--- src/rtl/gpio_irq_pkg.sv ---
// Shared types, register addresses and address decode for the gpio_irq slot peripheral.
package gpio_irq_pkg;

  typedef enum logic [1:0] {IDLE, ACTIVE, DONE} state_e;

  typedef enum logic [1:0] {ACC_RW, ACC_RO, ACC_WO, ACC_W1C} acc_e;

  localparam logic [7:0] ADDR_OUT_DATA   = 8'h00;
  localparam logic [7:0] ADDR_OUT_SET    = 8'h04;
  localparam logic [7:0] ADDR_OUT_CLR    = 8'h08;
  localparam logic [7:0] ADDR_IN_DATA    = 8'h0C;
  localparam logic [7:0] ADDR_IRQ_EN     = 8'h10;
  localparam logic [7:0] ADDR_RISE_EN    = 8'h14;
  localparam logic [7:0] ADDR_FALL_EN    = 8'h18;
  localparam logic [7:0] ADDR_IRQ_STATUS = 8'h1C;
  localparam logic [7:0] ADDR_DEBOUNCE   = 8'h20;

  typedef struct packed {
    logic mapped;
    acc_e acc;
  } decode_t;

  function automatic decode_t decode_addr(input logic [7:0] a);
    decode_t d;
    d.mapped = 1'b1;
    d.acc    = ACC_RW;
    case (a)
      ADDR_OUT_DATA, ADDR_IRQ_EN, ADDR_RISE_EN,
      ADDR_FALL_EN, ADDR_DEBOUNCE:  d.acc = ACC_RW;
      ADDR_OUT_SET, ADDR_OUT_CLR:   d.acc = ACC_WO;
      ADDR_IN_DATA:                 d.acc = ACC_RO;
      ADDR_IRQ_STATUS:              d.acc = ACC_W1C;
      default:                      d.mapped = 1'b0;
    endcase
    return d;
  endfunction

endpackage

--- src/rtl/gpio_irq_if.sv ---
// Slot bus between an MMIO master and the gpio_irq peripheral.
interface gpio_irq_if;
  logic        chip_select;
  logic        read;
  logic        write;
  logic        transaction_completed;
  logic [7:0]  addr;
  logic [31:0] wr_data;
  logic [31:0] rd_data;
  logic        wr_done;
  logic        rd_done;
  logic        idle;
  logic        slave_error;
  logic        decode_error;

  modport master (
    output chip_select, read, write, transaction_completed, addr, wr_data,
    input  rd_data, wr_done, rd_done, idle, slave_error, decode_error
  );

  modport slave (
    input  chip_select, read, write, transaction_completed, addr, wr_data,
    output rd_data, wr_done, rd_done, idle, slave_error, decode_error
  );
endinterface

--- src/rtl/gpio_irq_debounce.sv ---
// One input pin: 2-flop synchroniser, saturating debounce counter and edge detector.
module gpio_debounce #(
  parameter int unsigned DB_WIDTH = 16
) (
  input  logic                clk,
  input  logic                arst,
  input  logic                pin,
  input  logic [DB_WIDTH-1:0] threshold,
  input  logic                rise_en,
  input  logic                fall_en,
  output logic                stable,
  output logic                edge_evt
);

  logic                sync1_q;
  logic                sync2_q;
  logic                stable_q;
  logic                prev_q;
  logic [DB_WIDTH-1:0] cnt_q;

  always_ff @(posedge clk or posedge arst) begin
    if (arst) begin
      sync1_q  <= 1'b0;
      sync2_q  <= 1'b0;
      stable_q <= 1'b0;
      prev_q   <= 1'b0;
      cnt_q    <= '0;
    end else begin
      sync1_q <= pin;
      sync2_q <= sync1_q;
      prev_q  <= stable_q;
      // threshold is compared live, so a lowered DEBOUNCE takes effect on a running count
      if (sync2_q == stable_q) begin
        cnt_q <= '0;
      end else if (cnt_q >= threshold) begin
        stable_q <= sync2_q;
        cnt_q    <= '0;
      end else if (cnt_q != '1) begin
        cnt_q <= cnt_q + DB_WIDTH'(1);
      end
    end
  end

  assign stable   = stable_q;
  assign edge_evt = (stable_q & ~prev_q & rise_en) | (~stable_q & prev_q & fall_en);

endmodule

--- src/rtl/gpio_irq.sv ---
// GPIO slot peripheral: output register with set/clear, debounced inputs, edge-latched W1C interrupts.
module gpio_irq
  import gpio_irq_pkg::*;
#(
  parameter int unsigned NUM_INPUT  = 9,
  parameter int unsigned NUM_OUTPUT = 4,
  parameter int unsigned DB_WIDTH   = 16
) (
  input  logic                  clk,
  input  logic                  arst,
  gpio_irq_if.slave             bus,
  input  logic [NUM_INPUT-1:0]  in_ports,
  output logic [NUM_OUTPUT-1:0] out_ports,
  output logic                  irq
);

  state_e state_q, state_d;

  logic        req_write_q;
  logic [7:0]  req_addr_q;
  logic [31:0] req_data_q;

  logic [NUM_OUTPUT-1:0] out_q;
  logic [NUM_INPUT-1:0]  irq_en_q, rise_en_q, fall_en_q, status_q, status_d;
  logic [NUM_INPUT-1:0]  in_data, edge_evt;
  logic [DB_WIDTH-1:0]   debounce_q;

  logic [31:0] rd_data_q, rd_mux;
  logic        wr_done_q, rd_done_q, slave_err_q, decode_err_q;

  decode_t dec;
  logic    start, acc_ok, do_wr, do_rd;
  logic    unused_wr_data;

  assign start  = bus.chip_select && (bus.read || bus.write);
  assign dec    = decode_addr(req_addr_q);
  assign acc_ok = dec.mapped && (req_write_q ? (dec.acc != ACC_RO) : (dec.acc != ACC_WO));
  assign do_wr  = (state_q == ACTIVE) && req_write_q && acc_ok;
  assign do_rd  = (state_q == ACTIVE) && !req_write_q && acc_ok;
  assign unused_wr_data = ^req_data_q;

  always_comb begin
    state_d = state_q;
    unique case (state_q)
      IDLE:    if (start) state_d = ACTIVE;
      ACTIVE:  state_d = DONE;
      DONE:    if (bus.transaction_completed) state_d = IDLE;
      default: state_d = IDLE;
    endcase
  end

  always_comb begin
    rd_mux = '0;
    case (req_addr_q)
      ADDR_OUT_DATA:   rd_mux[NUM_OUTPUT-1:0] = out_q;
      ADDR_IN_DATA:    rd_mux[NUM_INPUT-1:0]  = in_data;
      ADDR_IRQ_EN:     rd_mux[NUM_INPUT-1:0]  = irq_en_q;
      ADDR_RISE_EN:    rd_mux[NUM_INPUT-1:0]  = rise_en_q;
      ADDR_FALL_EN:    rd_mux[NUM_INPUT-1:0]  = fall_en_q;
      ADDR_IRQ_STATUS: rd_mux[NUM_INPUT-1:0]  = status_q;
      ADDR_DEBOUNCE:   rd_mux[DB_WIDTH-1:0]   = debounce_q;
      default:         rd_mux = '0;
    endcase
  end

  // edge events are OR-ed in after the clear so a same-cycle event survives W1C
  always_comb begin
    status_d = status_q;
    if (do_wr && (req_addr_q == ADDR_IRQ_STATUS))
      status_d = status_q & ~req_data_q[NUM_INPUT-1:0];
    status_d = status_d | edge_evt;
  end

  always_ff @(posedge clk or posedge arst) begin
    if (arst) begin
      state_q      <= IDLE;
      req_write_q  <= 1'b0;
      req_addr_q   <= '0;
      req_data_q   <= '0;
      rd_data_q    <= '0;
      wr_done_q    <= 1'b0;
      rd_done_q    <= 1'b0;
      slave_err_q  <= 1'b0;
      decode_err_q <= 1'b0;
    end else begin
      state_q <= state_d;
      if (state_q == IDLE && start) begin
        req_write_q <= bus.write;
        req_addr_q  <= bus.addr;
        req_data_q  <= bus.wr_data;
      end
      if (state_q == ACTIVE) begin
        wr_done_q    <= req_write_q && acc_ok;
        rd_done_q    <= !req_write_q && acc_ok;
        slave_err_q  <= dec.mapped && !acc_ok;
        decode_err_q <= !dec.mapped;
        if (do_rd) rd_data_q <= rd_mux;
      end else if (state_q == DONE && bus.transaction_completed) begin
        wr_done_q    <= 1'b0;
        rd_done_q    <= 1'b0;
        slave_err_q  <= 1'b0;
        decode_err_q <= 1'b0;
      end
    end
  end

  always_ff @(posedge clk or posedge arst) begin
    if (arst) begin
      out_q      <= '0;
      irq_en_q   <= '0;
      rise_en_q  <= '0;
      fall_en_q  <= '0;
      status_q   <= '0;
      debounce_q <= '0;
      irq        <= 1'b0;
    end else begin
      if (do_wr) begin
        case (req_addr_q)
          ADDR_OUT_DATA: out_q      <= req_data_q[NUM_OUTPUT-1:0];
          ADDR_OUT_SET:  out_q      <= out_q | req_data_q[NUM_OUTPUT-1:0];
          ADDR_OUT_CLR:  out_q      <= out_q & ~req_data_q[NUM_OUTPUT-1:0];
          ADDR_IRQ_EN:   irq_en_q   <= req_data_q[NUM_INPUT-1:0];
          ADDR_RISE_EN:  rise_en_q  <= req_data_q[NUM_INPUT-1:0];
          ADDR_FALL_EN:  fall_en_q  <= req_data_q[NUM_INPUT-1:0];
          ADDR_DEBOUNCE: debounce_q <= req_data_q[DB_WIDTH-1:0];
          default: ;
        endcase
      end
      status_q <= status_d;
      irq      <= |(status_q & irq_en_q);
    end
  end

  for (genvar i = 0; i < NUM_INPUT; i++) begin : g_pin
    gpio_debounce #(.DB_WIDTH(DB_WIDTH)) u_db (
      .clk       (clk),
      .arst      (arst),
      .pin       (in_ports[i]),
      .threshold (debounce_q),
      .rise_en   (rise_en_q[i]),
      .fall_en   (fall_en_q[i]),
      .stable    (in_data[i]),
      .edge_evt  (edge_evt[i])
    );
  end

  assign out_ports        = out_q;
  assign bus.rd_data      = rd_data_q;
  assign bus.wr_done      = wr_done_q;
  assign bus.rd_done      = rd_done_q;
  assign bus.slave_error  = slave_err_q;
  assign bus.decode_error = decode_err_q;
  assign bus.idle         = (state_q == IDLE);

endmodule

--- src/flat_wrapper.sv ---
// flat-port wrapper written by rule: the top's interface ports become plain ports
module gpio_irq_flat import gpio_irq_pkg::*;
#(
  parameter int unsigned NUM_INPUT  = 9,
  parameter int unsigned NUM_OUTPUT = 4,
  parameter int unsigned DB_WIDTH   = 16
)
  (clk, arst, in_ports, out_ports, irq, bus_chip_select, bus_read, bus_write, bus_transaction_completed, bus_addr, bus_wr_data, bus_rd_data, bus_wr_done, bus_rd_done, bus_idle, bus_slave_error, bus_decode_error);
  gpio_irq_if bus_i ();
  input  logic clk;
  input  logic arst;
  input  logic [NUM_INPUT-1:0] in_ports;
  output logic [NUM_OUTPUT-1:0] out_ports;
  output logic irq;
  input wire logic [$bits(bus_i.chip_select)-1:0] bus_chip_select;
  input wire logic [$bits(bus_i.read)-1:0] bus_read;
  input wire logic [$bits(bus_i.write)-1:0] bus_write;
  input wire logic [$bits(bus_i.transaction_completed)-1:0] bus_transaction_completed;
  input wire logic [$bits(bus_i.addr)-1:0] bus_addr;
  input wire logic [$bits(bus_i.wr_data)-1:0] bus_wr_data;
  output wire logic [$bits(bus_i.rd_data)-1:0] bus_rd_data;
  output wire logic [$bits(bus_i.wr_done)-1:0] bus_wr_done;
  output wire logic [$bits(bus_i.rd_done)-1:0] bus_rd_done;
  output wire logic [$bits(bus_i.idle)-1:0] bus_idle;
  output wire logic [$bits(bus_i.slave_error)-1:0] bus_slave_error;
  output wire logic [$bits(bus_i.decode_error)-1:0] bus_decode_error;
  assign bus_i.chip_select = bus_chip_select;
  assign bus_i.read = bus_read;
  assign bus_i.write = bus_write;
  assign bus_i.transaction_completed = bus_transaction_completed;
  assign bus_i.addr = bus_addr;
  assign bus_i.wr_data = bus_wr_data;
  assign bus_rd_data = bus_i.rd_data;
  assign bus_wr_done = bus_i.wr_done;
  assign bus_rd_done = bus_i.rd_done;
  assign bus_idle = bus_i.idle;
  assign bus_slave_error = bus_i.slave_error;
  assign bus_decode_error = bus_i.decode_error;
  gpio_irq #(.NUM_INPUT(NUM_INPUT), .NUM_OUTPUT(NUM_OUTPUT), .DB_WIDTH(DB_WIDTH)) u_core (.clk(clk), .arst(arst), .bus(bus_i), .in_ports(in_ports), .out_ports(out_ports), .irq(irq));
endmodule
--- config.mk ---
export PLATFORM = sky130hd
export DESIGN_NAME = gpio_irq_flat
export DESIGN_NICKNAME = d
export VERILOG_FILES = /design/src/rtl/gpio_irq_pkg.sv /design/src/rtl/gpio_irq_if.sv /design/src/rtl/gpio_irq_debounce.sv /design/src/rtl/gpio_irq.sv /design/src/flat_wrapper.sv
export SDC_FILE = /design/constraint.sdc
export NUM_CORES = 1
export LEC_CHECK = 0
export ABC_AREA = 1
export BUFFER_PORTS_ARGS = -buffer_cell sky130_fd_sc_hd__clkbuf_2
export CAP_MARGIN = 20
export CELL_PAD_IN_SITES_DETAIL_PLACEMENT = 1
export CELL_PAD_IN_SITES_GLOBAL_PLACEMENT = 1
export CORE_UTILIZATION = 25
export DETAILED_ROUTE_END_ITERATION = 8
export GPL_TIMING_DRIVEN = 0
export PLACE_DENSITY = 0.54
export RECOVER_POWER = 100
export SYNTH_ARGS = -nofsm -noshare
export SYNTH_HDL_FRONTEND = slang
export SYNTH_SLANG_ARGS = --single-unit
--- constraint.sdc ---
create_clock -name clk -period 9.16 [get_ports clk]
set_clock_uncertainty 0.15 [all_clocks]
set_input_delay 1.832 -clock clk [delete_from_list [all_inputs] [get_ports clk]]
set_output_delay 1.832 -clock clk [all_outputs]
set_load 0.005 [all_outputs]
==> summary.txt, run 1 <==
Run status
  • Status: finished with violations
  • Violations in the final reports: design-rule violations, max-capacitance violations, max-slew violations

Clock tree
  • Clock Pin Slew Worst Setup and Hold Paths: 0.05 ns
  • H-tree Lvls: 2
  • Insertion delay to the later sink of the worst-skew pair: between 0.5 and 0.6 ns
  • CTS Buffer Depth: 3
  • Hold buffer count at CTS: 0
  • CTS Root Cell: clkbuf_16
  • CTS tree: done
  • CTS Sinks: between 200 and 300
  • Cts repair resizes: 0
  • Num CTS Buffers: 40
  • Post-CTS Setup Inserts: 0

Setup path
  • WP data required: 9.26 ns
  • Type of destination of the critical path: asynchronous set/reset pin
  • Arrival time worst endpoint: 5.58 ns
  • Max incr delay on CP: approximately 1.6 ns
  • Cell breakdown of the critical path: clkbuf_2 > clkinvlp_2 > clkbuf_1 > clkbuf_1
  • Crit-path leading delay family: buffers and inverters
  • Most frequent CP cell: clkbuf_1
  • Critical path class: input pin to asynchronous set/reset pin
  • Worst r2r path cells: 11
  • Critical path launch point type: input pin
  • Critical Path Stages: 4
  • CP max FO: 36
  • Critical path's slowest cell: clkbuf_1
  • CP Buf/Inv Count: 4

Final layout
  • Sequential Area: slightly above 7000 um2
  • Multi-input combinational cell area: approximately 8500 um2
  • Final Net Count: 2463
  • Ratio of cells with drive above 1 in the final layout: under 10%
  • Filler Cell Count: 8007
  • Non-Filler Instances: 3145
  • Area growth syn-to-layout: 16.2%

STA
  • RSZ-0062 raised after global routing: false
  • TNS Setup: 0 ns
  • Slew margin rel.: -40.0%
  • FMAX: around 180 MHz
  • Final Setup Violations: 0
  • Min cycle time layout: around 5.5 ns
  • Final Hold Viols: 0
  • Pins Over Slew Limit: 119
  • Final setup margin: ~3.7 ns
  • Actual slew at the worst max-slew pin: 2.10 ns
  • Period utilization: 59.8%

Power and ir drop
  • Internal power: ~2.4 mW
  • Pwr/cell area: roughly 170 nW/um2
  • P_sw: a little under 1 mW
  • VDD IR-drop max: approximately 0.00011 V
  • Leak pwr: slightly below 9 nW
  • Fraction of power consumed by sequential logic: a little over two fifths
  • Final Total Pwr: between 3 and 4 mW
  • Sw Ratio: about 29%
  • Clock share of power: 46.1%
  • Part of the power in combinational logic: about 11%

Die
  • Initial core utilization: 25.4%
  • Die Span Y: 261 um
  • Die area: 68200 um2
  • I/O pin count: just under 100
  • Die Span X: about 260 um
  • Cell Rows: between 90 and 100
  • Core area: 66100 um2

Yosys
  • FFs w/ async S/R, synth: between 90% and 100%
  • Mean Syn Cell Area: a little under 8 um2
  • Post-synth cell types: 41
  • Synth Warn #: 0
  • Mapped Area: 16800 um2
  • Yosys reg bits: approximately 280
  • Register area share after synthesis: 42.3%
  • Number of synthesized flops with an enable pin: 0
  • Synth Instances: about 2100
  • Main synth FF type: dfrtp_1

Global route
  • Global-route wire length before repair: 89.5 mm
  • Largest net degree at the start of global routing: 37
  • Initial antenna violation count: 4
  • Grt total ovfl: 0
  • Number of global-route vias before repair: about 16000
  • Global-route usage over all layers: 16.8%

Detailed routing
  • Via/cell ratio: between 4 and 5
  • Initial DRC Count: approximately 600
  • Vias: 15000
  • Final ANT Viol Nets: 0
  • DRC: 4
  • Final WL: approximately 56 mm
  • Avg WL per Cell: about 18 um
  • DR pass1 iterations: 7

Run
  • Maxcap violations: 4

Placed design
  • Placed cell count: ~3100
  • Routability Congestion: 0.804
  • Place WS: between 4 and 5 ns
  • Hpwl dp: 40.7 mm
  • Buffers on Ports: 64

Worst hold path
  • Hold path depth: 0
  • HP Class: flop to flop
-- placed cells by master, fill, tap and decap left out, types with 7 or more instances in the layout --
cell,synthesis,layout
conb_1,1,16
xor2_1,44,44
ha_1,153,153
o21bai_1,7,7
buf_4,19,16
nand3_1,159,161
dfrtp_1,284,284
inv_1,235,236
nor2_1,240,246
o22ai_1,25,25
o211ai_1,7,7
nor3_1,73,73
clkbuf_1,22,70
clkbuf_16,0,40
a31oi_1,12,12
nand4_1,53,53
a21oi_1,90,90
clkbuf_2,0,37
nand2_1,440,442
o21ai_0,181,194
-- registers in the layout, summed over array words and instances, names as in the netlist --
register / cells
u_core.g_pin.u_db.stable: 9
u_core.fall_en_q: 9
u_core.bus.rd_done: 1
u_core.bus.decode_error: 1
u_core.g_pin.u_db.prev_q: 9
u_core.req_data_q: 16
u_core.state_q: 2
u_core.rise_en_q: 9
u_core.irq: 1
u_core.bus.rd_data: 16
u_core.g_pin.u_db.sync1_q: 9
u_core.req_addr_q: 8
u_core.req_write_q: 1
u_core.bus.wr_done: 1
u_core.g_pin.u_db.cnt_q: 144
u_core.status_q: 9
u_core.debounce_q: 16
u_core.g_pin.u_db.sync2_q: 9
u_core.irq_en_q: 9
u_core.bus.slave_error: 1
u_core.out_ports: 4
-- metrics by stage --
step / hold WS, ns / instance area (um2) / utilization (%)
floorplan: 0.181 / 16900 / -
global placement: 0.184 / 18300 / 27.6
detailed placement: 0.186 / 18400 / 27.9
CTS: 0.199 / 19700 / 29.8
global route: 0.214 / 19500 / 29.5
finish: 0.192 / 19500 / 29.5
-- synth_stat cells (2+ instances only) --
library cell / n / area (um2)
a31o_2: 3 / 26.3
dfrtp_1: 284 / 7110
a31oi_1: 12 / 75.1
buf_2: 8 / 40.0
ha_1: 153 / 1910
o211ai_1: 7 / 52.6
o21a_1: 4 / 30.0
nand2_2: 4 / 25.0
nor3b_1: 4 / 30.0
nand2_1: 440 / 1650
o21ai_1: 16 / 80.1
a21oi_1: 90 / 450
o21ai_0: 181 / 906
nor2_4: 5 / 56.3
xnor2_1: 3 / 26.3
xor2_1: 44 / 385
o221ai_1: 2 / 17.5
nor2_2: 3 / 18.8
o311ai_0: 4 / 35.0
inv_2: 3 / 11.3
nand4_1: 53 / 332
buf_1: 2 / 7.51
nor3_1: 73 / 365
clkbuf_1: 22 / 82.6
nor4_1: 6 / 37.5
o21bai_1: 7 / 52.6
or2_2: 5 / 31.3
nor2_1: 240 / 901
buf_4: 19 / 143
o22ai_1: 25 / 156
nand3_1: 159 / 796
inv_1: 235 / 882
-- cell type report --
type	count	share of cell area (%)
multi-input combinational	1566	43.6
sequential	284	36.4
clock buffer	58	5.78
tap	864	5.54
inverter	239	4.60
timing repair buffer	73	2.06
buffer	51	1.33
clock inverter	8	0.628
antenna	2	0.0256
-- power groups by stage --
stage                     clock network, mW  registers [mW]  logic [mW]
after CTS                              1.58            1.41       0.401
after global placement                    0            1.43       0.379
after floorplan                           0            1.40       0.252
final                                  1.53            1.41       0.378
after global routing                   1.63            1.42       0.434
after detailed placement                  0            1.43       0.398
-- cells by family (layout without fill, tap and decap cells) --
family | Yosys count | after routing | synth area share, %
AO/OA/AOI/OAI | 353 | 353 | 11.3
buffers and inverters | 290 | 429 | 6.97
adder cells (fa/ha/maj) | 153 | 153 | 11.4
flip-flops | 284 | 284 | 42.3
other | 1 | 18 | 0.0223
XOR/XNOR | 47 | 47 | 2.45
AND/OR/NAND/NOR | 997 | 997 | 25.6
-- path summary, 6_finish.rpt --
check / start / end / slack [ns]
worst max-delay path: arst / u_core.req_data_q[11] / 3.68
worst min register to register: u_core.g_pin[5].u_db.sync1_q / u_core.g_pin[5].u_db.sync2_q / 0.19
min in group asynchronous: arst / u_core.g_pin[8].u_db.cnt_q[4] / 1.32
worst max register to register: u_core.req_addr_q[3] / u_core.rise_en_q[1] / 5.64
worst min-delay path: u_core.g_pin[5].u_db.sync1_q / u_core.g_pin[5].u_db.sync2_q / 0.19
max in group clk: bus_write / u_core.req_data_q[8] / 5.62
-- routing by layer --
metal	vias up	GRT usage (%)	wire length (um)
met3	68	2.88	1880
met5	-	0	0
met4	0	4.04	1170
met2	177	28.2	26300
met1	7368	22.2	26300
li1	7358	-	-
Note: power is estimated with default switching activity, not from simulation.
==> run 2: changes to the inputs <==
==> constraint.sdc (replaced) <==
create_clock -name clk -period 4.8 [get_ports clk]
set_clock_uncertainty 0.15 [all_clocks]
set_input_delay 0.96 -clock clk [delete_from_list [all_inputs] [get_ports clk]]
set_output_delay 0.96 -clock clk [all_outputs]
set_load 0.005 [all_outputs]
==> run 2 against run 1 <==
Compared with the run above: the run still ends with design-rule violations, max-capacitance violations, max-slew violations left; non-clock buffer count unchanged; critical path depth grew 2; power increased by 91%; cell count unchanged; sequential share of layout area is essentially flat; via count increased by 0.27%; hold slack improved by 0.00082 ns; clock-buffer cell count is the same; cell area barely moved; largest cell class unchanged.
==> summary.txt, run 2 (synthesis gave the netlist of run 1 again) <==
Detailed routing
  • Routed length on met1: about 26 mm
  • Vias: 15000
  • Final WL: around 56 mm
  • DRC: 4
  • DR pass1 iterations: 7
  • Met3 wire len: 2.32 mm
  • Avg WL per Cell: around 18 um
  • Top sig layer: met4
  • Via/cell ratio: around 4.8
  • Initial DRC Count: around 600
  • Metal2 WL: between 20 and 30 mm
  • Final ANT Viol Nets: 0

STA
  • Min cycle time layout: around 3.7 ns
  • TNS Setup: 0 ns
  • Period utilization: between 70% and 80%
  • Pins Over Slew Limit: between 50 and 60
  • Actual slew at the worst max-slew pin: 1.86 ns
  • FMAX: 273 MHz
  • Final Hold Viols: 0
  • RSZ-0062 raised after global routing: false
  • Final Setup Violations: 0
  • Slew margin rel.: -24.2%

Power and ir drop
  • Part of the power in combinational logic: 11.4%
  • Leak pwr: 8.84 nW
  • Fraction of power consumed by sequential logic: 42.5%
  • Pwr/cell area: 324 nW/um2
  • VDD IR-drop max: 0.000201 V
  • Final Total Pwr: between 6 and 7 mW
  • P_sw: approximately 1.8 mW
  • Internal power: roughly 4.5 mW
  • Clock share of power: 46.1%
  • Sw Ratio: 29.0%

Placed design
  • Hpwl dp: between 40 and 50 mm
  • Buffers on Ports: 64
  • Routability Congestion: between 0.8 and 0.9

Final layout
  • Commonest non-fill, non-tap cell in the layout: nand2_1
  • Largest register FFs: around 140
  • Sequential Area: 7110 um2
  • Most frequent cells in the layout: nand2_1 (442), dfrtp_1 (284), nor2_1 (246)
  • Multi-input combinational cell area: around 8500 um2
  • Area growth syn-to-layout: 16.2%
  • Final Net Count: 2463
  • Biggest register: u_core.g_pin.u_db.cnt_q
  • Filler Cell Count: approximately 8000
  • Ratio of cells with drive above 1 in the final layout: under 10%

Clock tree
  • CTS Buffer Depth: 3
  • Hold buffer count at CTS: 0
  • Num CTS Buffers: 40
  • CTS Root Cell: clkbuf_16
  • Cts repair resizes: 0
  • Insertion delay to the later sink of the worst-skew pair: 0.58 ns
  • CTS Sinks: 284
  • Post-CTS Setup Inserts: 0
  • Clock Pin Slew Worst Setup and Hold Paths: about 0.05 ns
  • CTS tree: done
  • H-tree Lvls: 2

Global route
  • Global-route wire length before repair: a little under 90 mm
  • Global-route usage over all layers: 16.8%
  • Number of global-route vias before repair: ~16000
  • Initial antenna violation count: 4
  • Grt total ovfl: 0
  • Largest net degree at the start of global routing: 37

Setup path
  • WP data required: around 5.4 ns
  • Type of destination of the critical path: asynchronous set/reset pin
  • Arrival time worst endpoint: 4.26 ns
  • Max incr delay on CP: between 1 and 1.5 ns
  • Critical path launch point type: input pin
  • Cell breakdown of the critical path: clkbuf_2 > clkinvlp_2 > clkbuf_1 > buf_12 > clkbuf_2 > buf_12
  • Critical path's slowest cell: clkbuf_1
  • Critical path class: input pin to asynchronous set/reset pin
  • CP max FO: 33

Die
  • Initial core utilization: 25.4%
  • Cell Rows: 94
  • Die Span Y: about 260 um
  • Core area: 66100 um2
  • Die area: a little under 70000 um2
  • Die Span X: 261 um
  • I/O pin count: 97

Run status
  • Status: finished with violations
  • Violations in the final reports: design-rule violations, max-capacitance violations, max-slew violations

Run
  • Maxcap violations: 2

Worst hold path
  • HP Class: flop to flop
[run 2: final cells by class]
type                       instances  area share, %
multi-input combinational       1566           43.6
sequential                       284           36.4
antenna                            2         0.0256
timing repair buffer              73           2.07
clock buffer                      58           5.78
tap                              864           5.54
inverter                         239           4.60
clock inverter                     8          0.628
buffer                            51           1.33
[run 2: metal layers]
layer  up-vias  GRT usage (%)
met5         -              0
met4         0           4.04
met3        68           2.88
met2       198           28.2
met1      7383           22.2
li1       7363              -
[run 2: metrics by stage]
| step | area [um2] | setup slack (ns) | hold slack (ns) | util (%) | cells |
|---|---|---|---|---|---|
| final | 19500 | 1.14 | 0.193 | 29.5 | 3145 |
| after CTS | 19700 | 1.27 | 0.199 | 29.8 | 3143 |
| after global placement | 18300 | -2.40 | 0.184 | 27.6 | 3068 |
| after detailed placement | 18400 | 1.30 | 0.186 | 27.9 | 3077 |
| after floorplan | 16900 | -0.0733 | 0.181 | - | 2140 |
| after global routing | 19500 | 0.608 | 0.214 | 29.5 | 3143 |
[run 2: worst paths after layout]
| kind | start | endpoint | slack (ns) | cells after the start |
|---|---|---|---|---|
| worst max-delay path | arst | u_core.irq | 1.14 | 6 |
| worst min-delay path | u_core.g_pin[5].u_db.sync1_q | u_core.g_pin[5].u_db.sync2_q | 0.19 | 0 |
| worst max register to register | u_core.req_addr_q[3] | u_core.rise_en_q[1] | 1.30 | 11 |
| worst min register to register | u_core.g_pin[5].u_db.sync1_q | u_core.g_pin[5].u_db.sync2_q | 0.19 | 0 |
| max in group clk | u_core.req_addr_q[3] | u_core.rise_en_q[1] | 1.30 | 11 |
| min in group asynchronous | arst | u_core.g_pin[8].u_db.cnt_q[4] | 0.45 | 2 |
[run 2: worst max-delay path, delay by kind of cell]
family,cells,cell delay (ns)
buffers and inverters,6,3.23
[run 2: power by group through the flow]
stage / sequential, mW / clock, mW / combinational, mW
finish: 2.69 / 2.92 / 0.722
global route: 2.71 / 3.10 / 0.828
CTS: 2.69 / 3.02 / 0.765
detailed placement: 2.73 / 0 / 0.760
global placement: 2.73 / 0 / 0.723
floorplan: 2.68 / 0 / 0.481
